[src/rtl/hdmi_packet_scheduler.sv]
// hdmi_packet_scheduler
//
// Purpose:
//   Picks the packet type for each data-island packet slot and registers the
//   audio payload that goes with it. The block sits between the ACR packet
//   generator and the data-island packet assembler. It keeps three request
//   flags (ACR, AVI infoframe, audio infoframe) and a small FIFO of stereo
//   audio samples, each tagged with its IEC 60958 block-start (B) bit.
//
//   Selection priority on packet_enable:
//     ACR > audio (FIFO not empty) > AVI > AIF > null
//
// Ports:
//   clk_pixel              in   1   pixel clock, the only clock
//   reset                  in   1   synchronous, active-high reset
//   clk_audio_counter_wrap in   1   ACR toggle; every level change requests ACR
//   frame_start            in   1   frame pulse; requests AVI and AIF
//   audio_sample_valid     in   1   audio_sample_word is valid this cycle
//   audio_sample_word      in  32   [15:0] left, [31:16] right
//   packet_enable          in   1   start of a 32-cycle packet slot
//   packet_type            out  8   0x00 null, 0x01 ACR, 0x02 audio,
//                                   0x82 AVI infoframe, 0x84 audio infoframe
//   audio_samples          out 128  slot k in bits [32k+31:32k]
//   audio_sample_present   out  4   bit k set when slot k holds a sample
//   audio_sample_b         out  4   bit k set when slot k starts an IEC block
//   audio_overflow         out  1   sticky, a sample was dropped (FIFO full)
//   stat_acr_count         out 16   ACR packets issued (stats build only)
//   stat_audio_count       out 16   audio packets issued (stats build only)
//
// Build option:
//   HDMI_PACKET_SCHED_STATS_EN - when defined, the two saturating packet
//   counters are built; otherwise both stat ports are tied to zero.

module hdmi_packet_scheduler #(
  parameter int AUDIO_FIFO_DEPTH = 4,
  parameter int IEC_BLOCK_LEN    = 192
) (
  input  logic         clk_pixel,
  input  logic         reset,
  input  logic         clk_audio_counter_wrap,
  input  logic         frame_start,
  input  logic         audio_sample_valid,
  input  logic [31:0]  audio_sample_word,
  input  logic         packet_enable,
  output logic [7:0]   packet_type,
  output logic [127:0] audio_samples,
  output logic [3:0]   audio_sample_present,
  output logic [3:0]   audio_sample_b,
  output logic         audio_overflow,
  output logic [15:0]  stat_acr_count,
  output logic [15:0]  stat_audio_count
);

  localparam int PW = $clog2(AUDIO_FIFO_DEPTH);
  localparam int CW = PW + 1;
  localparam int IW = (IEC_BLOCK_LEN > 1) ? $clog2(IEC_BLOCK_LEN) : 1;

  localparam logic [CW-1:0] DEPTH_C  = CW'(AUDIO_FIFO_DEPTH);
  localparam logic [CW-1:0] SLOTS_C  = CW'(4);
  localparam logic [IW-1:0] IEC_LAST = IW'(IEC_BLOCK_LEN - 1);

  typedef enum logic [7:0] {
    PT_NULL  = 8'h00,
    PT_ACR   = 8'h01,
    PT_AUDIO = 8'h02,
    PT_AVI   = 8'h82,
    PT_AIF   = 8'h84
  } pkt_t;

  // Request tracking
  logic wrap_hist_q;
  logic acr_pending_q, acr_pending_d;
  logic avi_pending_q, avi_pending_d;
  logic aif_pending_q, aif_pending_d;
  logic acr_toggle;

  // Sample FIFO
  logic [31:0]   fifo_word_q [AUDIO_FIFO_DEPTH];
  logic          fifo_b_q    [AUDIO_FIFO_DEPTH];
  logic [PW-1:0] rd_ptr_q, rd_ptr_d;
  logic [PW-1:0] wr_ptr_q, wr_ptr_d;
  logic [CW-1:0] count_q, count_d;
  logic [CW-1:0] count_after_pop;
  logic [CW-1:0] pop_n;
  logic          push_ok;
  logic          push_b;
  logic [IW-1:0] iec_cnt_q, iec_cnt_d;
  logic          overflow_q, overflow_d;

  // Slot decision and registered payload
  pkt_t          sel;
  pkt_t          pkt_type_q, pkt_type_d;
  logic [127:0]  samples_q, samples_d;
  logic [3:0]    present_q, present_d;
  logic [3:0]    b_q, b_d;
  logic [PW-1:0] rd_idx;

  assign acr_toggle = clk_audio_counter_wrap ^ wrap_hist_q;

  // Priority decision uses only already-registered requests, so a request
  // raised in the same cycle as packet_enable waits for the next slot.
  always_comb begin
    sel = PT_NULL;
    if (acr_pending_q) begin
      sel = PT_ACR;
    end else if (count_q != '0) begin
      sel = PT_AUDIO;
    end else if (avi_pending_q) begin
      sel = PT_AVI;
    end else if (aif_pending_q) begin
      sel = PT_AIF;
    end
  end

  always_comb begin
    acr_pending_d = (acr_pending_q & ~(packet_enable & (sel == PT_ACR))) | acr_toggle;
    avi_pending_d = (avi_pending_q & ~(packet_enable & (sel == PT_AVI))) | frame_start;
    aif_pending_d = (aif_pending_q & ~(packet_enable & (sel == PT_AIF))) | frame_start;
  end

  // audio_sample_valid has no back-pressure: a sample is accepted when the
  // FIFO has room after this cycle's pop, otherwise it is dropped and the
  // sticky overflow flag is raised. Pop is applied before push, so a push
  // in the same cycle as an audio pop of n >= 1 entries always fits.
  always_comb begin
    pop_n = '0;
    if (packet_enable && (sel == PT_AUDIO)) begin
      pop_n = (count_q >= SLOTS_C) ? SLOTS_C : count_q;
    end
    count_after_pop = count_q - pop_n;
    push_ok         = audio_sample_valid && (count_after_pop < DEPTH_C);
    push_b          = (iec_cnt_q == '0);
    count_d         = count_after_pop + CW'(push_ok);
    rd_ptr_d        = rd_ptr_q + pop_n[PW-1:0];
    wr_ptr_d        = wr_ptr_q + PW'(push_ok);
    overflow_d      = overflow_q | (audio_sample_valid & ~push_ok);
    iec_cnt_d       = iec_cnt_q;
    if (push_ok) begin
      iec_cnt_d = (iec_cnt_q == IEC_LAST) ? '0 : iec_cnt_q + 1'b1;
    end
  end

  // Payload is rebuilt only on packet_enable and held for the whole slot.
  // Non-audio selections and unfilled audio slots carry zeros.
  always_comb begin
    pkt_type_d = pkt_type_q;
    samples_d  = samples_q;
    present_d  = present_q;
    b_d        = b_q;
    rd_idx     = '0;
    if (packet_enable) begin
      pkt_type_d = sel;
      samples_d  = '0;
      present_d  = '0;
      b_d        = '0;
      for (int k = 0; k < 4; k++) begin
        rd_idx = rd_ptr_q + PW'(k);
        if (CW'(k) < pop_n) begin
          samples_d[32*k +: 32] = fifo_word_q[rd_idx];
          present_d[k]          = 1'b1;
          b_d[k]                = fifo_b_q[rd_idx];
        end
      end
    end
  end

  always_ff @(posedge clk_pixel) begin
    if (reset) begin
      // Loading the live toggle level keeps reset release from looking
      // like a toggle.
      wrap_hist_q   <= clk_audio_counter_wrap;
      acr_pending_q <= 1'b0;
      avi_pending_q <= 1'b0;
      aif_pending_q <= 1'b0;
      rd_ptr_q      <= '0;
      wr_ptr_q      <= '0;
      count_q       <= '0;
      iec_cnt_q     <= '0;
      overflow_q    <= 1'b0;
      pkt_type_q    <= PT_NULL;
      samples_q     <= '0;
      present_q     <= '0;
      b_q           <= '0;
    end else begin
      wrap_hist_q   <= clk_audio_counter_wrap;
      acr_pending_q <= acr_pending_d;
      avi_pending_q <= avi_pending_d;
      aif_pending_q <= aif_pending_d;
      rd_ptr_q      <= rd_ptr_d;
      wr_ptr_q      <= wr_ptr_d;
      count_q       <= count_d;
      iec_cnt_q     <= iec_cnt_d;
      overflow_q    <= overflow_d;
      pkt_type_q    <= pkt_type_d;
      samples_q     <= samples_d;
      present_q     <= present_d;
      b_q           <= b_d;
    end
  end

  // Storage needs no reset: the pointers and count define what is valid.
  always_ff @(posedge clk_pixel) begin
    if (!reset && push_ok) begin
      fifo_word_q[wr_ptr_q] <= audio_sample_word;
      fifo_b_q[wr_ptr_q]    <= push_b;
    end
  end

  assign packet_type          = pkt_type_q;
  assign audio_samples        = samples_q;
  assign audio_sample_present = present_q;
  assign audio_sample_b       = b_q;
  assign audio_overflow       = overflow_q;

`ifdef HDMI_PACKET_SCHED_STATS_EN
  logic [15:0] stat_acr_q, stat_acr_d;
  logic [15:0] stat_audio_q, stat_audio_d;

  always_comb begin
    stat_acr_d   = stat_acr_q;
    stat_audio_d = stat_audio_q;
    if (packet_enable && (sel == PT_ACR) && (stat_acr_q != 16'hFFFF)) begin
      stat_acr_d = stat_acr_q + 16'd1;
    end
    if (packet_enable && (sel == PT_AUDIO) && (stat_audio_q != 16'hFFFF)) begin
      stat_audio_d = stat_audio_q + 16'd1;
    end
  end

  always_ff @(posedge clk_pixel) begin
    if (reset) begin
      stat_acr_q   <= '0;
      stat_audio_q <= '0;
    end else begin
      stat_acr_q   <= stat_acr_d;
      stat_audio_q <= stat_audio_d;
    end
  end

  assign stat_acr_count   = stat_acr_q;
  assign stat_audio_count = stat_audio_q;
`else
  assign stat_acr_count   = '0;
  assign stat_audio_count = '0;
`endif

endmodule

[config.mk]
export PLATFORM = sky130hd
export DESIGN_NAME = hdmi_packet_scheduler
export DESIGN_NICKNAME = d
export VERILOG_FILES = /design/src/rtl/hdmi_packet_scheduler.sv
export SDC_FILE = /design/constraint.sdc
export NUM_CORES = 1
export LEC_CHECK = 0
export BUFFER_PORTS_ARGS = -buffer_cell sky130_fd_sc_hd__buf_2
export CORE_MARGIN = 2
export CORE_UTILIZATION = 40
export CTS_CLUSTER_DIAMETER = 40
export CTS_CLUSTER_SIZE = 28
export DETAILED_ROUTE_END_ITERATION = 10
export SETUP_SLACK_MARGIN = 0.1
export SYNTH_ARGS = -nofsm -noshare
export SYNTH_HDL_FRONTEND = slang
export SYNTH_SLANG_ARGS = --single-unit
[constraint.sdc]
create_clock -name clk_pixel -period 7.83 [get_ports clk_pixel]
set_clock_uncertainty 0.2 [all_clocks]
set_input_delay 0 -clock clk_pixel [delete_from_list [all_inputs] [get_ports clk_pixel]]
set_output_delay 0 -clock clk_pixel [all_outputs]
set_load 0.02 [all_outputs]
==> metrics, run 1 <==
Yosys Warn Count 0; Largest stage delay, worst path 920 ps; sequential share of the synthesized area 0.554; worst-path cell chain nand2b_1 -> nor3_1 -> ha_1 -> fa_1 -> o21ai_2 -> nand3_2 -> inv_4 -> and4b_2; site row count 65; R2R Setup Slk between 4000 and 5000 ps; Initial DRC Count between 600 and 700; final net count 1,160; Slowest cell on crit path and4b_2; Post-DP HPWL ~19 mm; Yosys top cell by area edfxtp_1; first-pass GRT wire length 47.3 mm; vias in the first global route approximately 8,300; TritonCTS buffer count 42; worst slew pin tran approximately 1200 ps; WHS Endpoint fifo_word_q[3][0]; Setup CP Type register to register; drt drc 0; Worst slew margin 0.204; post-CTS setup buffer count 0; MaxCap Viol Count 0; Peak VDD IR ~0.00016 V; beginning of the worst hold path audio_sample_word[0]; area grow syn2layout 22.3%; number of synthesized register bits 292; Bufs on Longest Clock Path 3; min cycle time layout approximately 3600 ps; Die Span X ~180 um; post-synthesis async set-or-reset flop share 0; Final Hold Viols 0; Root Buffer clkbuf_16; Worst-Skew Late Latency around 520 ps; unrepaired setup endpoints after global routing no; sequential cell area about 7000 sq um; cell count after synthesis approximately 920; FILL cells 2,755; Commonest cells post-synth nor2_1 (162), dfxtp_1 (160), a22oi_1 (133), edfxtp_1 (132), mux4_2 (132); post-route ant nets 0; RR Startpoint acr_pending_q; Tot GR Track Use 0.181; Mean Syn Cell Area between 10 and 15 sq um; area of the multi-input gates about 5300 sq um; CP required 7760 ps; via count roughly 8,600; core area between 30,000 and 40,000 sq um; crit path DAT between 3000 and 4000 ps; CP startpoint kind register; Die Ht 184 um; status finished clean; hold depth 2; Min-Delay Path Class primary input to register; largest cells by area after synthesis edfxtp_1 (31%), dfxtp_1 (25%), mux4_2 (23%); Worst R2R End fifo_word_q[3][15]; Ports 215; depth of the CTS H-tree 2; top-count cell post-synth nor2_1; Crit Path Max Fanout 33; Clock Sinks between 200 and 300; Max Fclk approximately 280 MHz; CTS tree built; Initial Util 0.408; cts repair resizes 0; fraction of layout cells with a size suffix above 1 0.357; crit-path leading delay family simple AND/OR/NAND/NOR gates; Final setup violation count 0; total gr overflow 0; top cell type's share of synthesized area 0.307; Post-synth EDFFs between 100 and 150; Critical path buffers and inverters 1; final period utilization 0.458; synth unique cells 40; Total Neg Setup Slack 0 ps; antenna violations before repair 1; PortBufs 178; Mapped Area between 10,000 and 15,000 sq um; largest net degree at the start of global routing 90; GPL Wtd Cong around 0.8; Setup crit end kind register; final wirelength between 30 and 40 mm; Vias/cell approximately 5.6; DR pass1 iterations 5; Routed wire per std cell roughly 20 um; Slew Limit Fails 0; Die ar. ~34,000 sq um; r2r worst-path depth 8; hold bufs inserted after CTS 38; final core occ 0.499; Leak about 5.8 nW; PD cells 297 nW/um^2; clock slew at reported path FFs about 60 ps; Main synth FF type dfxtp_1
cells by family (layout without fill, tap and decap cells):
| logic type | count (synthesis) | count (layout) | share of synthesized area |
|---|---|---|---|
| DFF | 292 | 292 | 0.554 |
| and+or+nand+nor | 196 | 196 | 0.0627 |
| AOI/OAI and AO/OA | 153 | 153 | 0.0862 |
| muxes | 133 | 133 | 0.231 |
| buffers and inverters | 123 | 320 | 0.0503 |
| xor gates and xnor gates | 12 | 12 | 0.00813 |
| adders and majority gates | 7 | 7 | 0.00735 |
| other | 1 | 37 | 0.000290 |
final cells by class:
type / count / area share
clock inverters: 27 / 0.0158
multi-input cells: 537 / 0.335
repair buffers: 231 / 0.0877
well taps: 402 / 0.0318
clock buffers: 51 / 0.0733
flip-flops and latches: 292 / 0.454
inverters: 11 / 0.00293
diodes: 1 / 0.000158
sequential cells by signal, summed over array words and instances (netlist names):
signal / flops
count_q: 3
acr_pending_q: 1
fifo_word_q: 128
aif_pending_q: 1
audio_samples: 128
audio_overflow: 1
audio_sample_b: 4
audio_sample_present: 4
rd_ptr_q: 2
packet_type: 4
wr_ptr_q: 2
iec_cnt_q: 8
avi_pending_q: 1
fifo_b_q: 4
wrap_hist_q: 1
worst reg2reg max path: cells and delay by family, from the launching register on:
kind / cells / cell delay [ps]
adders and majority gates: 2 / 670
and+or+nand+nor: 4 / 1690
DFF: 1 / 360
buffers and inverters: 1 / 140
AOI/OAI and AO/OA: 1 / 140
metal layers:
metal / wire length (um) / track usage / part of all wire
met3: 2180 / 0.0372 / 0.071
met2: 14200 / 0.280 / 0.46
met5: 0 / 0 / 0
met1: 13600 / 0.260 / 0.45
met4: 567 / 0.0506 / 0.019
cell usage in the layout (no fill, tap or decap), types with 2 or more instances in the layout:
| cell type | n |
|---|---|
| edfxtp_1 | 132 |
| clkinv_4 | 3 |
| o21ai_0 | 2 |
| a21oi_1 | 13 |
| nor2b_1 | 3 |
| xor2_1 | 5 |
| and3_1 | 4 |
| nand4_1 | 3 |
| dlygate4sd3_1 | 38 |
| clkinv_2 | 4 |
| bufinv_16 | 2 |
| xnor2_1 | 7 |
| clkinvlp_4 | 5 |
| inv_1 | 8 |
| nor3_1 | 5 |
| ha_1 | 6 |
| buf_2 | 177 |
| a22oi_1 | 133 |
| nand2_1 | 8 |
| inv_4 | 2 |
| conb_1 | 36 |
| nor2_1 | 158 |
| buf_4 | 16 |
| clkbuf_16 | 45 |
| dfxtp_4 | 2 |
| inv_6 | 6 |
| clkinv_1 | 4 |
| nor2_4 | 4 |
| dfxtp_1 | 158 |
| mux4_2 | 132 |
| clkbuf_1 | 5 |
| inv_8 | 2 |
report_power, final:
group	total [mW]	switching, mW	leakage, nW	internal [mW]
clock	1.85	0.713	0.677	1.14
sequential	1.87	0.126	2.49	1.74
combinational	0.982	0.539	2.64	0.442
total	4.70	1.38	5.81	3.32
stage by stage:
step	setup slack [ps]	instances	area [sq um]	total power [mW]	hold WS (ps)
2_1_floorplan	2020	952	13100	2.61	-172
3_3_place_gp	4270	1435	14000	2.86	-70.9
3_5_place_dp	4200	1435	14000	2.87	-68.8
4_1_cts	4190	1551	15800	4.75	18.5
5_1_grt	3970	1552	15800	4.93	17.6
6_report	4240	1552	15800	4.70	24.2
worst max-delay path by stage:
stage | end | cells past startpoint | slack [ps] | start
finish | fifo_word_q[3][15] | 8 | 4240 | acr_pending_q
global route | fifo_word_q[3][17] | 8 | 3970 | acr_pending_q
CTS | fifo_word_q[3][17] | 8 | 4190 | acr_pending_q
detailed placement | fifo_word_q[3][2] | 8 | 4200 | acr_pending_q
global placement | fifo_word_q[3][7] | 8 | 4270 | acr_pending_q
floorplan | fifo_b_q[2] | 8 | 2020 | acr_pending_q
No activity file was read; power rests on OpenSTA's default activity.
==> run 2: changes to the inputs <==
clock period = 3.1 ns   (was 7.83 ns; I/O delays follow)
==> metrics, run 2 (synthesis results as in run 1) <==
final net count 1,188; largest net degree at the start of global routing 68; leading cell types in the layout, fill and taps excluded buf_2 (177), nor2_1 (158), dfxtp_1 (157); Routed wire per std cell roughly 20 um; FILL cells ~2,700; Slowest cell on crit path dfxtp_1; CP dominant cell by count buf_4; fraction of layout cells with a size suffix above 1 0.377; via count roughly 8,800; crit path DAT 2920 ps; WHS Endpoint fifo_word_q[0][12]; final wirelength approximately 32 mm; Clock Sinks between 200 and 300; Initial Util 0.408; Setup CP Type register to register; clock slew at reported path FFs ~60 ps; R2R Setup Slk about 240 ps; Vias/cell around 5.6; Slew Limit Fails 0; r2r worst-path depth 9; worst-path cell chain nor3_4 -> ha_2 -> fa_2 -> or3_4 -> buf_4 -> nand3_4 -> inv_4 -> and4b_2 -> buf_4; min cycle time layout 2860 ps; CP required 3160 ps; Final setup violation count 0; Leak 6.00 nW; Worst-Skew Late Latency between 500 and 600 ps; Post-DP HPWL between 20 and 25 mm; Crit Path Max Fanout 18; core area approximately 32,000 sq um; most common cell after layout, fill and taps aside buf_2; final period utilization 0.923; unrepaired setup endpoints after global routing no; Worst slew margin 0.498; PortBufs about 180; CP startpoint kind register; fin area around 16,000 sq um; TritonCTS buffer count between 40 and 50; Ports about 220; beginning of the worst hold path audio_sample_word[12]; site row count 65; Root Buffer clkbuf_16; Peak VDD IR about 0.00047 V; first-pass GRT wire length between 40 and 50 mm; fin worst setup slack 240 ps; Die Ht 184 um; RR Startpoint count_q[2]; final cell count without fillers around 1,600; setup slack at placement -231 ps; ant diodes 0; Die ar. ~34,000 sq um; Total Neg Setup Slack 0 ps; Max Fclk between 300 and 400 MHz; total gr overflow 0; area grow syn2layout 25.5%; Die Span X 184 um; antenna violations before repair 0; depth of the CTS H-tree 2; worst slew pin tran around 750 ps; drt drc 0; Worst R2R End fifo_word_q[3][27]; Initial DRC Count roughly 630; Placement Cell Area approximately 14,000 sq um; Setup crit end kind register; hold depth 2; Bufs on Longest Clock Path 3; status finished clean; MaxCap Viol Count 0; GPL Wtd Cong 0.767; Tot GR Track Use 0.189; DR pass1 iterations 5; vias in the first global route about 8,600; post-route ant nets 0; Largest stage delay, worst path 490 ps; Final Hold Viols 0; Placed Cells ~1,500; final core occ 0.512; Min-Delay Path Class primary input to register; CTS tree built; PD cells 748 nW/um^2
[run 2: through the flow]
step | power [mW] | hold slack, ps
after global routing | 12.7 | 28.1
after floorplan | 6.63 | -172
after detailed placement | 7.43 | -32.0
after global placement | 7.40 | -33.8
final | 12.1 | 25.0
after CTS | 12.3 | 1.44
[run 2: layout make-up]
class | instances | area (sq um) | area share
Tap cell | 402 | 503 | 0.0310
Clock inverter | 29 | 285 | 0.0176
Timing Repair Buffer | 258 | 1690 | 0.104
Multi-Input combinational cell | 538 | 5380 | 0.331
Clock buffer | 49 | 1150 | 0.0709
Inverter | 11 | 46.3 | 0.00285
Sequential cell | 292 | 7180 | 0.442
[run 2: worst max path at each step]
stage | startpoint | endpoint | slack (ps) | cells past startpoint
after detailed placement | count_q[2] | fifo_word_q[1][12] | -230 | 7
after global routing | count_q[2] | count_q[1] | 140 | 10
final | count_q[2] | fifo_word_q[3][27] | 240 | 9
after CTS | count_q[2] | fifo_word_q[3][27] | 230 | 9
after global placement | count_q[2] | fifo_word_q[1][14] | -180 | 7
after floorplan | acr_pending_q | fifo_b_q[2] | -150 | 8
[run 2: critical path: cells and delay by family, from the launching register on]
family | cells | cell delay, ps
buffers and inverters | 3 | 470
and+or+nand+nor | 4 | 810
adders and majority gates | 2 | 580
DFF | 1 | 490
[run 2: layer usage]
metal  part of all wire  up-vias  global-route usage
li1                   -     3986                   -
met1               0.42     4482               0.259
met2               0.49      321               0.304
met3              0.065       59              0.0351
met4              0.030        0              0.0682
met5                  0        -                   0
[run 2: timing repair]
action                                  4_1_cts  5_1_grt
hold buffers                                 43        0
hold endpoints to repair                    188        0
buffers inserted                              1        0
endpoints found under the setup margin       33        0
gates resized for setup                       1        0
[run 2: where the power goes]
part	leakage (nW)	internal (mW)	switching, mW	total [mW]
clock	0.697	2.78	1.96	4.74
combinational	2.81	1.25	1.44	2.69
sequential	2.49	4.40	0.311	4.71
==> run 3: changes to the inputs <==
==> constraint.sdc (replaced) <==
create_clock -name clk_pixel -period 3.1 [get_ports clk_pixel]
set_clock_uncertainty 0.2 [all_clocks]
set_input_delay 0.465 -clock clk_pixel [delete_from_list [all_inputs] [get_ports clk_pixel]]
set_output_delay 0.465 -clock clk_pixel [all_outputs]
set_load 0.02 [all_outputs]
==> metrics, run 3 (synthesis results as in run 1) <==
Initial Util 0.408; total gr overflow 0; Post-DP HPWL approximately 21 mm; core area 31,700 sq um; via count roughly 8,700; Largest stage delay, worst path between 400 and 500 ps; Worst R2R End fifo_word_q[3][26]; first-pass GRT wire length a little under 50 mm; status finished clean; site row count 65; PD cells around 760 nW/um^2; Leak roughly 6 nW; Total Neg Setup Slack 0 ps; Die Span X between 150 and 200 um; Crit Path Max Fanout 14; final core occ 0.512; Root Buffer clkbuf_16; Min Hold Slack about 100 ps; worst slew pin tran 700 ps; clock slew at reported path FFs roughly 50 ps; final net count 1,170; Final Hold Viols 0; Min-Delay Path Class primary input to register; final wirelength ~32 mm; wire length on met1 13.7 mm; Routed wire per std cell between 20 and 25 um; unrepaired setup endpoints after global routing no; RR Startpoint count_q[2]; Final setup violation count 0; Slew Limit Fails 0; Die ar. between 30,000 and 40,000 sq um; WL met2 15.3 mm; Ports about 220; R2R Setup Slk between 300 and 400 ps; beginning of the worst hold path packet_enable; final period utilization 0.886; Clock Sinks 292; area grow syn2layout 25.6%; Worst slew margin 0.533; Setup crit start count_q[2]; worst-path cell chain nor3_4 -> ha_2 -> fa_2 -> or3_4 -> nand3_4 -> inv_4 -> and4b_2 -> buf_4; crit path DAT ~2800 ps; min cycle time layout about 2700 ps; depth of the CTS H-tree 2; GPL Wtd Cong around 0.74; MaxCap Viol Count 0; Vias/cell approximately 5.6; Initial DRC Count 609; Slowest cell on crit path dfxtp_1; top routing layer used met4; CP required ~3200 ps; Bufs on Longest Clock Path 3; TritonCTS buffer count 43; Tot GR Track Use 0.185; leading cell types in the layout, fill and taps excluded buf_2 (177), nor2_1 (158), dfxtp_1 (158); post-route ant nets 0; hold depth 3; setup slack at placement between 150 and 200 ps; Peak VDD IR 0.000461 V; largest net degree at the start of global routing 63; wire length on met3 approximately 1.8 mm; CTS tree built; PortBufs between 150 and 200; fin worst setup slack around 350 ps; CP startpoint kind register; drt drc 0; most common cell after layout, fill and taps aside buf_2; vias in the first global route approximately 8,400; r2r worst-path depth 8; antenna violations before repair 2; Worst-Skew Late Latency about 530 ps; Setup crit end kind register; fraction of layout cells with a size suffix above 1 0.374; Die Ht 184 um; FILL cells ~2,700; cts repair resizes 0; Tot Pwr 12.4 mW; WHS Endpoint packet_type[0]; DR pass1 iterations 5; Max Fclk around 360 MHz; Setup CP Type register to register
==> run 3: layout make-up <==
class,count,area [sq um],area share
sequential,292,7170,0.442
multi-input combinational,537,5360,0.330
timing repair buffer,240,1620,0.0999
clock buffer,53,1200,0.0740
tap,402,503,0.0310
clock inverter,27,329,0.0203
inverter,11,46.3,0.00285
antenna,2,5.00,0.000308
==> run 3: through the flow <==
stage / cells / cell area (sq um)
global route: 1564 / 16200
detailed placement: 1448 / 14400
finish: 1564 / 16200
floorplan: 952 / 13200
global placement: 1448 / 14400
CTS: 1562 / 16200
==> run 3: layer usage <==
layer | up-vias | GRT usage
met1 | 4452 | 0.255
met4 | 0 | 0.0614
li1 | 3934 | -
met2 | 267 | 0.295
met3 | 54 | 0.0366
met5 | - | 0
==> run 3: where the power goes <==
part	switching (mW)	leakage, nW	internal, mW
Sequential	0.314	2.49	4.40
Clock	1.82	0.753	3.22
Combinational	1.42	2.75	1.22
==> run 3: what timing repair did <==
item / in CTS / in global routing
buffers inserted: 0 / 0
hold buffers: 34 / 0
hold endpoints to repair: 131 / 0
==> run 3: how the worst max path moves through the flow <==
stage                         end  slack (ps)  depth (start not counted)
6_report       fifo_word_q[3][26]         350                          8
3_5_place_dp   fifo_word_q[3][24]         150                         10
2_1_floorplan         fifo_b_q[2]        -230                          8
4_1_cts        fifo_word_q[3][26]         350                          8
5_1_grt                count_q[1]         250                          9
3_3_place_gp           count_q[2]         190                         12
==> run 3: critical path: cells and delay by family, from the launching register on <==
kind / cells / cell delay (ps)
buffers and inverters: 2 / 300
AND/OR/NAND/NOR: 4 / 940
flip-flops: 1 / 490
adder cells (fa/ha/maj): 2 / 580
